--- config.mk ---
export PLATFORM = sky130hd
export DESIGN_NAME = clock_enable_bank
export DESIGN_NICKNAME = d
export VERILOG_FILES = /design/src/rtl/clkgen_pkg.sv /design/src/rtl/clkgen_channel.sv /design/src/rtl/clock_enable_bank.sv
export SDC_FILE = /design/constraint.sdc
export NUM_CORES = 1
export LEC_CHECK = 0
export ABC_AREA = 1
export BUFFER_PORTS_ARGS = -buffer_cell sky130_fd_sc_hd__buf_2
export CORE_UTILIZATION = 58
export CTS_CLUSTER_SIZE = 20
export DETAILED_ROUTE_END_ITERATION = 10
export PLACE_DENSITY = 0.78
export SYNTH_ARGS = -nofsm -noshare
export SYNTH_HDL_FRONTEND = slang
export SYNTH_SLANG_ARGS = --single-unit
--- constraint.sdc ---
create_clock -name clock_in -period 3.9 [get_ports clock_in]
set_clock_uncertainty 0.15 [all_clocks]
set_input_delay 0.39 -clock clock_in [delete_from_list [all_inputs] [get_ports clock_in]]
set_output_delay 0.39 -clock clock_in [all_outputs]
set_load 0.01 [all_outputs]
--- src/rtl/clkgen_pkg.sv ---
// Shared types and defaults for the clock-enable bank: FSM state encoding,
// default divisor / settle length, and the divisor clamp (0 behaves as 1).
package clkgen_pkg;

  typedef enum logic [1:0] {
    WAIT_LOCK = 2'd0,
    SETTLE    = 2'd1,
    RUN       = 2'd2
  } clkgen_state_e;

  localparam int unsigned DEFAULT_DIV_DFLT   = 2;
  localparam int unsigned SETTLE_CYCLES_DFLT = 256;

  function automatic logic [31:0] clamp_div(input logic [31:0] value);
    return (value == '0) ? 32'd1 : value;
  endfunction

endpackage

--- src/rtl/clkgen_channel.sv ---
// One divider channel: divisor, pending divisor, period counter and the
// registered ce / divided-clock outputs. Divisor changes land on period wraps.
module clkgen_channel
  import clkgen_pkg::*;
#(
  parameter int DIV_W       = 16,
  parameter int DEFAULT_DIV = 2
) (
  input  logic             clock_in,
  input  logic             reset_n,
  input  logic             run_now,
  input  logic             run_next,
  input  logic             wr,
  input  logic [DIV_W-1:0] wr_val,
  output logic             ce,
  output logic             clk_div,
  output logic             pending
);

  logic [DIV_W-1:0] div_q, div_nxt;
  logic [DIV_W-1:0] pend_q, pend_nxt;
  logic [DIV_W-1:0] cnt_q, cnt_nxt;
  logic [DIV_W-1:0] half_nxt;
  logic [DIV_W-1:0] wr_div;
  logic             pend_v_nxt;
  logic             wrap;

  assign wr_div   = DIV_W'(clamp_div(32'(wr_val)));
  assign wrap     = (cnt_q == div_q - DIV_W'(1));
  // ceil(D/2) without widening: floor(D/2) plus the odd bit.
  assign half_nxt = (div_nxt >> 1) + DIV_W'(div_nxt[0]);

  always_comb begin
    // NOTE: every variable gets a default before any branch, so no latch can be inferred.
    div_nxt    = div_q;
    pend_nxt   = pend_q;
    pend_v_nxt = pending;
    cnt_nxt    = '0;
    if (run_now) begin
      // Apply the held value on the wrap, or immediately when RUN is being left.
      if (pending && (wrap || !run_next)) begin
        div_nxt    = pend_q;
        pend_v_nxt = 1'b0;
      end
      if (wr) begin
        pend_nxt   = wr_div;
        pend_v_nxt = 1'b1;
      end
      if (run_next && !wrap) cnt_nxt = cnt_q + DIV_W'(1);
    end else begin
      if (pending) begin
        div_nxt    = pend_q;
        pend_v_nxt = 1'b0;
      end
      if (wr) div_nxt = wr_div;
    end
  end

  always_ff @(posedge clock_in or negedge reset_n) begin
    if (!reset_n) begin
      // NOTE: the divisor register is reset too, so every channel restarts at DEFAULT_DIV.
      div_q   <= DIV_W'(clamp_div(32'(DEFAULT_DIV)));
      pend_q  <= '0;
      pending <= 1'b0;
      cnt_q   <= '0;
      ce      <= 1'b0;
      clk_div <= 1'b0;
    end else begin
      // NOTE: non-blocking assignments so every flop samples pre-edge values.
      div_q   <= div_nxt;
      pend_q  <= pend_nxt;
      pending <= pend_v_nxt;
      cnt_q   <= cnt_nxt;
      ce      <= run_next && (cnt_nxt == '0);
      clk_div <= run_next && (cnt_nxt < half_nxt);
    end
  end

endmodule

--- src/rtl/clock_enable_bank.sv ---
// Multi-channel clock-enable generator: lock qualification FSM, settle timer
// and divisor write decode. Define CLKGEN_LOCK_SYNC_EN to synchronise pll_locked.
module clock_enable_bank
  import clkgen_pkg::*;
#(
  parameter  int NUM_CH        = 4,
  parameter  int DIV_W         = 16,
  parameter  int DEFAULT_DIV   = DEFAULT_DIV_DFLT,
  parameter  int SETTLE_CYCLES = SETTLE_CYCLES_DFLT,
  localparam int CH_W          = (NUM_CH > 1) ? $clog2(NUM_CH) : 1
) (
  input  logic              clock_in,
  input  logic              reset_n,
  input  logic              pll_locked,
  input  logic              div_wr,
  input  logic [CH_W-1:0]   div_ch,
  input  logic [DIV_W-1:0]  div_val,
  output logic              run,
  output logic [NUM_CH-1:0] ce_out,
  output logic [NUM_CH-1:0] clk_out,
  output logic [NUM_CH-1:0] div_pending
);

  localparam int SET_W = $clog2(SETTLE_CYCLES + 1);

  clkgen_state_e state_q, state_nxt;
  logic [SET_W-1:0] settle_q, settle_nxt;
  logic lk;
  logic run_next;

`ifdef CLKGEN_LOCK_SYNC_EN
  logic [1:0] lock_sync_q;

  always_ff @(posedge clock_in or negedge reset_n) begin
    if (!reset_n) lock_sync_q <= 2'b00;
    else          lock_sync_q <= {lock_sync_q[0], pll_locked};
  end

  assign lk = lock_sync_q[1];
`else
  assign lk = pll_locked;
`endif

  always_comb begin
    state_nxt  = state_q;
    settle_nxt = '0;
    case (state_q)
      WAIT_LOCK: if (lk) state_nxt = SETTLE;
      SETTLE: begin
        if (!lk)                                       state_nxt = WAIT_LOCK;
        else if (settle_q == SET_W'(SETTLE_CYCLES - 1)) state_nxt = RUN;
        else                                           settle_nxt = settle_q + SET_W'(1);
      end
      RUN:     if (!lk) state_nxt = WAIT_LOCK;
      default: state_nxt = WAIT_LOCK;
    endcase
  end

  assign run_next = (state_nxt == RUN);

  always_ff @(posedge clock_in or negedge reset_n) begin
    if (!reset_n) begin
      state_q  <= WAIT_LOCK;
      settle_q <= '0;
      run      <= 1'b0;
    end else begin
      state_q  <= state_nxt;
      settle_q <= settle_nxt;
      run      <= run_next;
    end
  end

  // Out-of-range channel numbers match no instance, so those writes vanish.
  for (genvar i = 0; i < NUM_CH; i++) begin : g_ch
    logic wr_sel;
    assign wr_sel = div_wr && (div_ch == CH_W'(i));

    clkgen_channel #(
      .DIV_W       (DIV_W),
      .DEFAULT_DIV (DEFAULT_DIV)
    ) u_ch (
      .clock_in (clock_in),
      .reset_n  (reset_n),
      .run_now  (run),
      .run_next (run_next),
      .wr       (wr_sel),
      .wr_val   (div_val),
      .ce       (ce_out[i]),
      .clk_div  (clk_out[i]),
      .pending  (div_pending[i])
    );
  end

endmodule
==> Word-level counts from Yosys, hierarchy flattened <==
Cells that the tools add are included.
Widths: inputs -> output; s select.
{ "word_totals": {"mem_count": 0, "reg_bits": 216, "word_cells": 144, "ramBits": 0, "input_bits": 22, "latchBits": 0, "romBits": 0} }
{ "op_classes": {"multipliers": 0, "add_sub_neg": 13, "n_shift": 0, "n_div": 0, "order_cmp": 4, "eq_ne": 15, "muxes": 45, "reduce_logical": 40, "bitwise": 0} }
{ "op_table": {"columns": ["cell", "n"], "rows": [
  ["$mux 16", 25],
  ["$logic_not 16->1", 5],
  ["$add 15x1->16", 4],
  ["$add 16x1->16 const B", 4],
  ["$eq 16x16->1", 4],
  ["$lt 16x16->1", 4],
  ["$sub 16x1->16 const B", 4],
  ["$mux 9", 3],
  ["$logic_and 1x1->1", 20],
  ["$mux 1", 12],
  ["$ne 3x1->1 const B", 4],
  ["$add 9x1->9 const B", 1],
  ["$eq 9x8->1 const B", 1],
  ["$eq 2x2->1 const B", 4],
  ["$mux 2", 4],
  ["$reduce_and 2->1", 4],
  ["$pmux 2 s3", 1],
  ["$logic_not 1->1", 5],
  ["$eq 2x1->1 const B", 2],
  ["$logic_not 2->1", 2],
  ["$logic_or 1x1->1", 4]
]} }

==> Logic depth before layout (Yosys ltp) <==
{ "logic_depth": {"depth_word": 13, "ltp_mapped": 33, "ltp_nobuf": 32} }

==> Hierarchy <==
Synthesis repeated with hierarchy kept, for this count alone.
{ "hier_totals": {"cells_unflattened": 2614, "area_unflattened_um2": 17670.7} }
{ "by_module_without_submodules": {"columns": ["module", "cells_per_inst", "seq_area_each_um2", "area_per_inst_um2", "instances"], "rows": [
  ["clkgen_channel (g_ch[0].u_ch)", 658, 1277.5, 4393.0, 1],
  ["clkgen_channel (g_ch[2].u_ch)", 625, 1277.5, 4236.6, 1],
  ["clkgen_channel (g_ch[1].u_ch)", 631, 1277.5, 4234.1, 1],
  ["clkgen_channel (g_ch[3].u_ch)", 622, 1277.5, 4195.3, 1],
  ["clock_enable_bank", 78, 300.3, 611.8, 1]
]} }

==> Worst setup path after synthesis <==
Ideal clock, no wire load.
{ "synth_path": {"path_type": "reg-to-reg", "startpoint": "register g_ch[0].u_ch.div_q[0]", "endpoint": "register g_ch[0].u_ch.clk_div", "arrival_time_ps": 3751, "stages_incl_launch_ff": 31, "path_slack_ps": -126, "path_buffers": 1, "synth_period_minus_slack_ps": 4026, "cell_sequence": "dfrtp_1 -> inv_1 -> ha_1 -> nand2_1 -> nor2_2 -> nand2_1 -> nand2_1 -> nand2_1 -> nor2_1 -> nand2_1 -> nor2_2 -> nand2_2 -> nand2_4 -> nand2_4 -> buf_6 -> a21oi_1 -> o21ai_0 -> o21ai_0 -> ha_1 -> ha_1 -> nand2_4 -> nor2_8 -> nand2_2 -> xor2_1 -> ha_1 -> nand2_1 -> inv_1 -> nand2_1 -> a31o_2 -> o2111ai_1 -> a21oi_1"} }
{ "synth_via": {"elab_chain_cells": 9, "word_cells_on_any_way": 15, "classes_between": "add/sub: 2; order compare: 1; eq/ne: 1; mux: 6; reduce/logical: 5"} }
{ "synth_lines": {"columns": ["item", "line", "text"], "rows": [
  ["start: declaration", "clkgen_channel.sv:20", "logic [DIV_W-1:0] div_q, div_nxt;"],
  ["start signal: assignment", "clkgen_channel.sv:62", "div_q <= DIV_W'(clamp_div(32'(DEFAULT_DIV)));"],
  ["start signal: assignment", "clkgen_channel.sv:70", "div_q <= div_nxt;"],
  ["$sub 16x1->16", "clkgen_channel.sv:29", "assign wrap = (cnt_q == div_q - DIV_W'(1));"],
  ["$eq 16x16->1", "clkgen_channel.sv:29", null],
  ["$logic_or 1x1->1", "clkgen_channel.sv:41", "if (pending && (wrap || !run_next)) begin"],
  ["$logic_and 1x1->1", "clkgen_channel.sv:41", null],
  ["$mux 16", "clkgen_channel.sv:41", null],
  ["$mux 16 (*)", "clkgen_channel.sv:39", "if (run_now) begin"],
  ["named net g_ch[0].u_ch.div_nxt[0]", "clkgen_channel.sv:20", null],
  ["$add 15x1->16 (*)", "clkgen_channel.sv:31", "assign half_nxt = (div_nxt >> 1) + DIV_W'(div_nxt[0]);"],
  ["$lt 16x16->1 (*)", "clkgen_channel.sv:75", "clk_div <= run_next && (cnt_nxt < half_nxt);"],
  ["$logic_and 1x1->1 (*)", "clkgen_channel.sv:75", null],
  ["end signal: assignment", "clkgen_channel.sv:75", null],
  ["end: declaration", "clkgen_channel.sv:16", "output logic clk_div,"]
]} }
Mark *: on every way through the listed nets, which the timed path passes. The rest lies on a longest branch.
A chain may end at the register's enable or synchronous reset.

==> Final worst setup path <==
{ "layout_path": {"startpoint": "register g_ch[0].u_ch.div_q[1]", "endpoint": "register g_ch[0].u_ch.clk_div"} }
{ "layout_via": {"elab_chain_cells": 9, "word_cells_on_any_way": 15, "classes_between": "add/sub: 2; order compare: 1; eq/ne: 1; mux: 6; reduce/logical: 5"} }
{ "layout_lines": {"columns": ["item", "line"], "rows": [
  ["$sub 16x1->16", "clkgen_channel.sv:29"],
  ["$eq 16x16->1", "clkgen_channel.sv:29"],
  ["$logic_or 1x1->1", "clkgen_channel.sv:41"],
  ["$logic_and 1x1->1", "clkgen_channel.sv:41"],
  ["$mux 16", "clkgen_channel.sv:41"],
  ["$mux 16", "clkgen_channel.sv:39"],
  ["named net g_ch[0].u_ch.div_nxt[0]", "clkgen_channel.sv:20"],
  ["$add 15x1->16", "clkgen_channel.sv:31"],
  ["$lt 16x16->1", "clkgen_channel.sv:75"],
  ["$logic_and 1x1->1", "clkgen_channel.sv:75"]
]} }
The timed path passes the listed nets, and every way through them passes these cells.

==> impl_metrics.json <==
{
  "diodes": 0,
  "worstReg2RegEnd": "g_ch[0].u_ch.clk_div",
  "slowest_delay_ns": 0.54,
  "cp-start-kind": "flip-flop",
  "grt_setup_unrepaired": "true",
  "timing.rr.start": "g_ch[0].u_ch.div_q[1]",
  "ys_ff_latch": 216,
  "grt_pass1_vias": 16604,
  "crit_buf_inv": 1,
  "hold-path-endpoint": "state_q[0]",
  "initial_core_util": 0.593,
  "coreArea_mm2": 0.0289,
  "drv_cap": 0,
  "cts_buffers": 26,
  "io_pins": 35,
  "port_buffers": 34,
  "track_usage": 0.337,
  "wire_per_inst_um": 17.0,
  "final_common_cell": "nand2_1",
  "area_delta_synth_final_pct": 19.2,
  "yosysTopAreaCell": "dfrtp_1",
  "p_leak_nw": 10.0,
  "antenna_found_initial": 0,
  "r2r_cells": 24,
  "pre_cts_ws_ns": -0.224,
  "fmax_mhz": 251,
  "die_w_um": 174,
  "min_path_type": "input pin to flip-flop",
  "grt_pass1_wl_um": 82800,
  "power_density_mw_per_mm2": 377,
  "drt-initial-drc-count": 1733,
  "final_max_slew_viol_count": 0,
  "nNetsFinal": 2773,
  "min_period_over_period": 1.02,
  "die_y_um": 174,
  "worst-r2r-setup-slack_ns": -0.09,
  "path_clk_slew_ns": 0.06,
  "dr.pass1.iters": 8,
  "crit_path_cell_trace": "inv_2 -> ha_4 -> xnor2_1 -> a21oi_1 -> nand3_1 -> nor3_2 -> nand2_2 -> nand2_4 -> nand2_8 -> a21oi_2 -> o21ai_1 -> o21ai_1 -> ha_2 -> ha_4 -> nand2_4 -> nor2_8 -> nand3_1 -> nand2_1 -> nand2_1 -> ha_1 -> nand4_1 -> a31o_4 -> o2111ai_2 -> a21oi_2",
  "ir_worst_vdd_mv": 0.384,
  "ys_seq_area_frac": 0.316,
  "final_layout_size_suffix_gt1_frac": 0.197,
  "avgSynthCellArea_um2": 6.79,
  "vias": 17590,
  "gp_congestion": 0.959,
  "worst_path_max_delay_cell": "dfstp_2",
  "finalCriticalPeriod_ns": 3.99,
  "syn_inst": 2518,
  "htreeDepth": 1,
  "drc": 0,
  "holdPathStages": 3,
  "synth_area_leaders": "dfrtp_1 (31%), nand2_1 (16%), inv_1 (6.4%)",
  "ys_types": 54,
  "tightest_slew_ns": 0.780,
  "clk_path_buf_depth": 3,
  "syn-cell-area_mm2": 0.0171,
  "dp_cells": 2984,
  "finalHoldViolCount": 0,
  "place_hpwl_um": 37500,
  "arrival_ns": 4.27,
  "fillers": 2291,
  "crit_fanout": 7,
  "vias_per_cell": 5.71,
  "worst_slack_ns": -0.0882,
  "overflow": 0,
  "required_ns": 4.18,
  "layout_common_cells": "nand2_1 (700), inv_1 (277), nor2_1 (246), dfrtp_1 (200), nand3_1 (186)",
  "clkSinkCount": 216,
  "max_slew_margin": 0.480,
  "cpLargestDelayFamily": "simple AND/OR/NAND/NOR gates",
  "ys_warn_count": 0,
  "synth_top_area_frac": 0.310,
  "crit_type": "flip-flop to flip-flop",
  "outcome": "finished with violations",
  "clkLatencyLatePin_ns": 0.55,
  "cts_root_buffer": "clkbuf_16",
  "violations": "setup timing",
  "die_area_mm2": 0.0302,
  "hp-start": "pll_locked",
  "grt_max_degree": 97,
  "ant_nets": 0,
  "worst_setup_path_end_kind": "flip-flop",
  "rows": 62,
  "syn_nets": 2617,
  "stdcell_count": 3078,
  "setup_viol_count_final": 4,
  "cts_tree": "yes",
  "wl_um": 52300
}
==> worst reg2reg max path, delay by kind of cell, from the launching register on <==
kind                       cells  cell delay, ns
DFF                            1            0.54
and+or+nand+nor               11            1.21
AOI/OAI and AO/OA              7            0.85
xor gates and xnor gates       1            0.12
adders and majority gates      4            0.93
buffers and inverters          1            0.05
==> synth_stat cells (all sizes together) <==
master / number
clkinv: 4
ha: 77
a32oi: 4
xor2: 63
or3: 1
a211oi: 8
inv: 299
nand4: 30
nor4: 13
dfstp: 4
o21ai: 191
xnor2: 46
clkbuf: 45
or2: 8
and2: 5
nand2: 764
o311ai: 5
nand3: 211
a31oi: 6
dfrtp: 212
nor3: 23
a31o: 3
o21bai: 2
nor2: 318
o31ai: 4
o211ai: 28
nor3b: 10
xnor3: 2
o22ai: 2
a21oi: 54
a221oi: 1
o2111ai: 3
a41o: 1
nand3b: 22
buf: 49
==> per-stage QoR <==
stage	utilization	setup TNS, ns	hold WS, ns	instance area [µm²]	power, mW
2_1_floorplan	-	0	-0.0556	17100	3.85
3_3_place_gp	0.638	-0.221	0.299	18400	4.49
3_5_place_dp	0.638	-0.632	0.317	18400	4.55
4_1_cts	0.686	-0.112	0.0637	19800	7.51
5_1_grt	0.707	-1.18	0.107	20400	8.05
6_report	0.707	-0.237	0.0725	20400	7.69
==> sequential cells by signal, summed over array words and instances (netlist names), 2 cells and up <==
| register | count |
|---|---|
| g_ch.u_ch.pend_q | 64 |
| settle_q | 9 |
| g_ch.u_ch.pending | 4 |
| state_q | 2 |
| g_ch.u_ch.ce | 4 |
| g_ch.u_ch.div_q | 64 |
| g_ch.u_ch.clk_div | 4 |
| g_ch.u_ch.cnt_q | 64 |
==> routing by layer <==
metal  GRT usage  wire, µm  vias up
li1            -         -     8407
met1       0.440     21400     8261
met2       0.566     24600      757
met3      0.0480      4160      165
met4       0.128      2080        0
met5           0         0        -
==> cell type report <==
cell class / count / area (µm²) / share of cell area
inverters: 303 / 1140 / 0.0559
clock inverters: 18 / 295 / 0.0145
repair buffers: 222 / 1680 / 0.0824
flip-flops and latches: 216 / 5430 / 0.266
well taps: 384 / 480 / 0.0236
clock buffers: 30 / 717 / 0.0352
multi-input cells: 1905 / 10600 / 0.522
==> power by group <==
group	total [mW]	switching [mW]	leakage (nW)	internal, mW
Sequential	2.62	0.217	2.72	2.41
Combinational	2.18	1.28	6.81	0.895
Clock	2.89	1.05	0.499	1.84
==> worst max path at each step <==
stage | from | endpoint | slack, ns | cells past startpoint
3_3_place_gp | g_ch[1].u_ch.div_q[0] | g_ch[1].u_ch.clk_div | -0.10 | 30
4_1_cts | g_ch[1].u_ch.div_q[1] | g_ch[1].u_ch.clk_div | -0.08 | 31
2_1_floorplan | g_ch[1].u_ch.div_q[0] | g_ch[1].u_ch.clk_div | 0.006 | 31
3_5_place_dp | g_ch[1].u_ch.div_q[0] | g_ch[1].u_ch.clk_div | -0.22 | 30
5_1_grt | g_ch[1].u_ch.div_q[0] | g_ch[1].u_ch.clk_div | -0.37 | 30
6_report | g_ch[0].u_ch.div_q[1] | g_ch[0].u_ch.clk_div | -0.09 | 24
==> logic make-up after synthesis <==
family,after synthesis,synth area share
compound gates,312,0.105
simple gates,1405,0.368
fa+ha+maj,77,0.0563
flops,216,0.316
xor+xnor,111,0.0585
buf+inv,397,0.0963
==> what timing repair did <==
item | CTS | global route
endpoints found under the hold margin | 91 | 0
buffers inserted | 15 | 29
endpoints found under the setup margin | 4 | 4
gates resized for setup | 66 | 111
pin swaps | 48 | 73
hold buffers | 2 | 0
No activity file was read; power rests on OpenSTA's default activity.
